[config.mk]
export PLATFORM = sky130hd
export DESIGN_NAME = sc_backg_timer
export DESIGN_NICKNAME = d
export VERILOG_FILES = /design/src/rtl/sc_backg_pkg.sv /design/src/rtl/sc_backg_upcounter.sv /design/src/rtl/sc_backg_timer.sv
export SDC_FILE = /design/constraint.sdc
export NUM_CORES = 1
export LEC_CHECK = 0
export ABC_AREA = 1
export CORE_ASPECT_RATIO = 1.2
export CORE_MARGIN = 3
export CORE_UTILIZATION = 50
export CTS_CLUSTER_SIZE = 20
export DETAILED_ROUTE_END_ITERATION = 10
export GPL_TIMING_DRIVEN = 0
export PLACE_DENSITY_LB_ADDON = 0.1
export SLEW_MARGIN = 30
export SYNTH_ARGS = -nofsm -noshare
export SYNTH_HDL_FRONTEND = slang
export SYNTH_HIERARCHICAL = 1
export SYNTH_SLANG_ARGS = --single-unit
[constraint.sdc]
create_clock -name SC_STATEMACHINEBACKG_CLOCK_50 -period 3.4 [get_ports SC_STATEMACHINEBACKG_CLOCK_50]
set_input_delay 0.68 -clock SC_STATEMACHINEBACKG_CLOCK_50 [delete_from_list [all_inputs] [get_ports SC_STATEMACHINEBACKG_CLOCK_50]]
set_output_delay 0.68 -clock SC_STATEMACHINEBACKG_CLOCK_50 [all_outputs]
set_load 0.005 [all_outputs]
[src/rtl/sc_backg_pkg.sv]
// Shared definitions for the background timer and the background FSM that drives it:
// state encodings, shift codes and default interval periods.
package sc_backg_pkg;

  typedef enum logic {
    ST_RUN     = 1'b0,
    ST_EXPIRED = 1'b1
  } sc_backg_state_t;

  localparam logic [1:0] SHIFT = 2'b10;
  localparam logic [1:0] HOLD  = 2'b11;

  localparam int unsigned PERIOD_L0_DEFAULT = 8000000;
  localparam int unsigned PERIOD_L1_DEFAULT = 6000000;
  localparam int unsigned PERIOD_L2_DEFAULT = 4000000;
  localparam int unsigned PERIOD_L3_DEFAULT = 2000000;

  function automatic int unsigned period_for_level(input logic [1:0] level,
                                                   input int unsigned p0,
                                                   input int unsigned p1,
                                                   input int unsigned p2,
                                                   input int unsigned p3);
    case (level)
      2'd0:    return p0;
      2'd1:    return p1;
      2'd2:    return p2;
      default: return p3;
    endcase
  endfunction

endpackage

[src/rtl/sc_backg_upcounter.sv]
// Interval counter: wraps to zero when it reaches the terminal value `last`,
// with a synchronous clear that overrides enable.
module sc_backg_upcounter #(
  parameter int unsigned DATAWIDTH = 24
) (
  input  logic                 SC_STATEMACHINEBACKG_CLOCK_50,
  input  logic                 SC_STATEMACHINEBACKG_RESET_InHigh,
  input  logic                 clear,
  input  logic                 enable,
  input  logic [DATAWIDTH-1:0] last,
  output logic [DATAWIDTH-1:0] cnt,
  output logic                 terminal
);

  // >= rather than == so a count left above a freshly shortened period still terminates.
  assign terminal = (cnt >= last);

  always_ff @(posedge SC_STATEMACHINEBACKG_CLOCK_50 or posedge SC_STATEMACHINEBACKG_RESET_InHigh) begin
    if (SC_STATEMACHINEBACKG_RESET_InHigh) begin
      cnt <= '0;
    end else if (clear) begin
      cnt <= '0;
    end else if (enable) begin
      cnt <= terminal ? '0 : cnt + DATAWIDTH'(1);
    end
  end

endmodule

[src/rtl/sc_backg_timer.sv]
// Background shift timer: counts upcount pulses against a level-selected period and
// holds T0 low until the background FSM acknowledges the shift.
module sc_backg_timer
  import sc_backg_pkg::*;
#(
  parameter int unsigned DATAWIDTH = 24,
  parameter int unsigned PERIOD_L0 = PERIOD_L0_DEFAULT,
  parameter int unsigned PERIOD_L1 = PERIOD_L1_DEFAULT,
  parameter int unsigned PERIOD_L2 = PERIOD_L2_DEFAULT,
  parameter int unsigned PERIOD_L3 = PERIOD_L3_DEFAULT
) (
  input  logic       SC_STATEMACHINEBACKG_CLOCK_50,
  input  logic       SC_STATEMACHINEBACKG_RESET_InHigh,
  input  logic       SC_BACKGTIMER_upcount_InLow,
  input  logic       SC_BACKGTIMER_clear_InLow,
  input  logic [1:0] SC_BACKGTIMER_shiftselection_InBus,
  input  logic [1:0] SC_BACKGTIMER_level_InBus,
  input  logic       SC_BACKGTIMER_pause_InLow,
  output logic       SC_BACKGTIMER_T0_OutLow,
  output logic [7:0] SC_BACKGTIMER_shiftCount_OutBus,
  output logic       SC_BACKGTIMER_state_OutBus
);

  sc_backg_state_t      state_q, state_d;
  logic [DATAWIDTH-1:0] period_q, period_sel, cnt;
  logic [7:0]           shift_count_q;
  logic                 clear_req, ack, ack_taken, count_en, terminal;

  // Handshake: SHIFT on shiftselection acts as valid; the timer is ready only while
  // EXPIRED, so a SHIFT seen in RUN is simply dropped and never queued.
  assign clear_req = ~SC_BACKGTIMER_clear_InLow;
  assign ack       = (SC_BACKGTIMER_shiftselection_InBus == SHIFT);
  assign ack_taken = (state_q == ST_EXPIRED) && ack;
  assign count_en  = (state_q == ST_RUN) && !SC_BACKGTIMER_upcount_InLow
                     && SC_BACKGTIMER_pause_InLow && !clear_req;

  assign period_sel = DATAWIDTH'(period_for_level(SC_BACKGTIMER_level_InBus,
                                                  PERIOD_L0, PERIOD_L1, PERIOD_L2, PERIOD_L3));

  sc_backg_upcounter #(.DATAWIDTH(DATAWIDTH)) u_upcounter (
    .SC_STATEMACHINEBACKG_CLOCK_50     (SC_STATEMACHINEBACKG_CLOCK_50),
    .SC_STATEMACHINEBACKG_RESET_InHigh (SC_STATEMACHINEBACKG_RESET_InHigh),
    .clear                             (clear_req),
    .enable                            (count_en),
    .last                              (period_q - DATAWIDTH'(1)),
    .cnt                               (cnt),
    .terminal                          (terminal)
  );

  always_comb begin
    state_d = state_q;
    if (clear_req) begin
      state_d = ST_RUN;
    end else begin
      case (state_q)
        ST_RUN:     if (count_en && terminal) state_d = ST_EXPIRED;
        ST_EXPIRED: if (ack) state_d = ST_RUN;
        default:    state_d = ST_RUN;
      endcase
    end
  end

  always_ff @(posedge SC_STATEMACHINEBACKG_CLOCK_50 or posedge SC_STATEMACHINEBACKG_RESET_InHigh) begin
    if (SC_STATEMACHINEBACKG_RESET_InHigh) begin
      state_q       <= ST_RUN;
      period_q      <= DATAWIDTH'(PERIOD_L0);
      shift_count_q <= '0;
    end else begin
      state_q <= state_d;
      if (clear_req || ack_taken) period_q <= period_sel;
      if (clear_req) shift_count_q <= '0;
      else if (ack_taken) shift_count_q <= shift_count_q + 8'd1;
    end
  end

  assign SC_BACKGTIMER_T0_OutLow         = (state_q != ST_EXPIRED);
  assign SC_BACKGTIMER_shiftCount_OutBus = shift_count_q;
  assign SC_BACKGTIMER_state_OutBus      = state_q;

endmodule

==> results.tsv <==
metric	value	unit
max_freq	364.8	MHz
p_total	0.001109	W
p_leak	1.933	nW
ios	19	
wl_per_cell	12.92	um
p_seq_frac	0.459	
dr_wl_met3	331	um
multi_input_comb_area	2120	um2
synth_top_cell_by_area	dfrtp_1	
firstDrtPassIters	5	
drv_slew	0	
r2r_setup_slack	660	ps
postCtsSetupBuffers	0	
initial_utilization	0.5301	
grt_pass1_vias	2975	
routed_wl	7894	um
nFillCells	637	
hp-start	period_q[21]	
area_growth	11.83	%
hpwlAfterDp	6239	um
swShare	0.2934	
max-slew-margin-rel	0.5898	
final_cell_mix	nand2_1 (113), inv_1 (79), nor2_1 (62), dfrtp_1 (36), ha_1 (34)	
worstMarginPinSlew	614.7	ps
crit_start	period_q[16]	
post-route-min-period	2741	ps
p_comb_frac	0.179	
skew	2.557	ps
min_to	period_q[21]	
top_layer_used	met4	
grt_pass1_wl	13690	um
numCtsBuffers	5	
arrival	2970	ps
cts_resized	0	
drc	0	
clockBufferDepth	2	
setup_violations	0	
cp-start-kind	register	
clkPwrFrac	0.362	
rsz0062_at_grt	false	
cap_violations	0	
cts_root_buffer	clkbuf_8	
cts_hold_buf	0	
die_w	82.40	um
min_path_cells	2	
ys_seq_elements	40	
wl_met1	3461	um
yosys_warnings	6	
grt_usage	0.2159	
synth.area.top_cells	dfrtp_1 (26%), ha_1 (12%), nand2_1 (12%)	
cp.required	3630	ps
rows	32	
avgSynthCellArea	7.089	um2
yosys.area.top_type_share	0.2572	
p_sw	0.0003254	W
postSynthCellCount	494	
globalplace.congestion	0.8642	
drt_iter0_drc	140	
path_clk_slew	80	ps
worstReg2RegEnd	SC_BACKGTIMER_state_OutBus	
outcome	completed	
holdCritPathClass	reg -> reg	
final.period_utilization	0.8063	
fp.coreArea	6606	um2
grt_max_degree	25	
clk_latency	290	ps
path_max_fanout	10	
htreeDepth	2	
dr_wl_met2	3873	um
cts_tree	yes	
dieArea	8049	um2
globalRoute.totalOverflow	0	
regArea	1006	um2
reg2reg_depth	17	
critPathKind	reg -> reg	
setup_tns	0	ps
diodes	0	
final_area	3916	um2
clock-sinks	40	
peakVddDrop	0.2027	mV
hold_violations	0	
drtAntennaViolNets	0	
drive_gt1_frac	0.1388	
fin_nets	568	
die_h	97.68	um
syn_area	3502	um2
drt-vias-per-instance	5.142	
crit_path_end_kind	register	
portBuffers	17	
synth_cell_type_count	34	
antenna_found_initial	0	
power.density	283.1	nW/um2
ys_seq_area_frac	0.2872	
reg2reg_from	period_q[16]	
dpl_cell_area	3805	um2
layout_commonest_cell	nand2_1	
power.internal	0.0007835	W
vias	3142	
## metal layers
metal  up-vias  global-route usage
met2        85              0.3605
met5         -                   0
li1       1609                   -
met4         0             0.07289
met3        17             0.03618
met1      1431              0.2746
## synth_stat cells
| cell type | instances |
|---|---|
| nor3_1 | 3 |
| nand3_2 | 5 |
| nand2_2 | 11 |
| o21a_1 | 1 |
| clkbuf_1 | 2 |
| nor2_2 | 10 |
| ha_1 | 34 |
| o21ai_2 | 7 |
| dfrtp_1 | 36 |
| o21ai_1 | 3 |
| o311ai_0 | 1 |
| clkbuf_8 | 2 |
| nor2_4 | 7 |
| nor3_2 | 1 |
| nand3_1 | 30 |
| nand2_1 | 113 |
| nand2_4 | 2 |
| o21bai_1 | 21 |
| inv_1 | 80 |
| o21ai_0 | 11 |
| buf_2 | 1 |
| inv_4 | 1 |
| a31oi_1 | 1 |
| a21oi_1 | 14 |
| nor2_1 | 62 |
| buf_6 | 3 |
| o21bai_2 | 4 |
| xor2_1 | 5 |
| nand4_1 | 6 |
| inv_2 | 6 |
| dfstp_2 | 4 |
| a21o_1 | 1 |
| conb_1 | 2 |
| o211ai_1 | 4 |
## metrics by stage
step,hold WS (ps),instances,util,setup WS [ps]
6_report,472.3,611,0.5928,658.7
5_1_grt,492.3,611,0.5928,364.1
4_1_cts,474.7,611,0.5928,651.6
3_5_place_dp,462.9,603,0.5759,658.3
3_3_place_gp,456.4,603,0.5759,715.6
2_1_floorplan,441.7,501,-,1051
## power groups by stage
stage                     logic [W]  clock network (W)  registers, W
after floorplan            0.000149                  0      0.000514
final                      0.000199           0.000401      0.000509
after CTS                  0.000201           0.000412      0.000509
after global placement     0.000192                  0      0.000518
after global routing       0.000233           0.000436      0.000512
after detailed placement   0.000200                  0      0.000519
## registers in the layout, indices dropped and copies added, names as in the netlist
register	cells
u_upcounter/cnt	24
SC_BACKGTIMER_shiftCount_OutBus	8
period_q	7
SC_BACKGTIMER_state_OutBus	1
## kinds of logic (layout without fill, tap and decap cells)
group,Yosys count,after routing,share of synthesized area
AOI/OAI and AO/OA,68,68,0.1325
DFF,40,40,0.2872
adders and majority gates,34,34,0.1215
xor gates and xnor gates,5,5,0.01250
other,2,9,0.002144
and+or+nand+nor,250,250,0.3290
buffers and inverters,95,120,0.1150
## how the worst max path moves through the flow
stage,endpoint,cells past startpoint
4_1_cts,SC_BACKGTIMER_state_OutBus,17
6_report,SC_BACKGTIMER_state_OutBus,17
5_1_grt,SC_BACKGTIMER_state_OutBus,17
3_3_place_gp,SC_BACKGTIMER_state_OutBus,17
2_1_floorplan,SC_BACKGTIMER_state_OutBus,17
3_5_place_dp,SC_BACKGTIMER_state_OutBus,17
## worst max-delay path, stage by stage, from the launching register on
cell and delay, ps:
dfrtp_1 400, inv_1 180, ha_1 230, nand3_1 160, nor2_2 130, nand2_1 70, xor2_1 150, inv_1 70
ha_1 290, nand2_1 50, nor2_1 100, nand4_1 110, nor2_1 120, nand2_1 70, nand3_2 170, buf_6 190
nand2_1 70, a21oi_1 120
## final cells by class
| class | count | area share |
|---|---|---|
| multi-input cells | 366 | 0.5412 |
| well taps | 85 | 0.02716 |
| plain buffers | 8 | 0.01885 |
| clock buffers | 5 | 0.01757 |
| flip-flops and latches | 40 | 0.2569 |
| repair buffers | 17 | 0.04345 |
| clock inverters | 3 | 0.01086 |
| inverters | 87 | 0.08403 |
No activity file was read; power rests on OpenSTA's default activity.
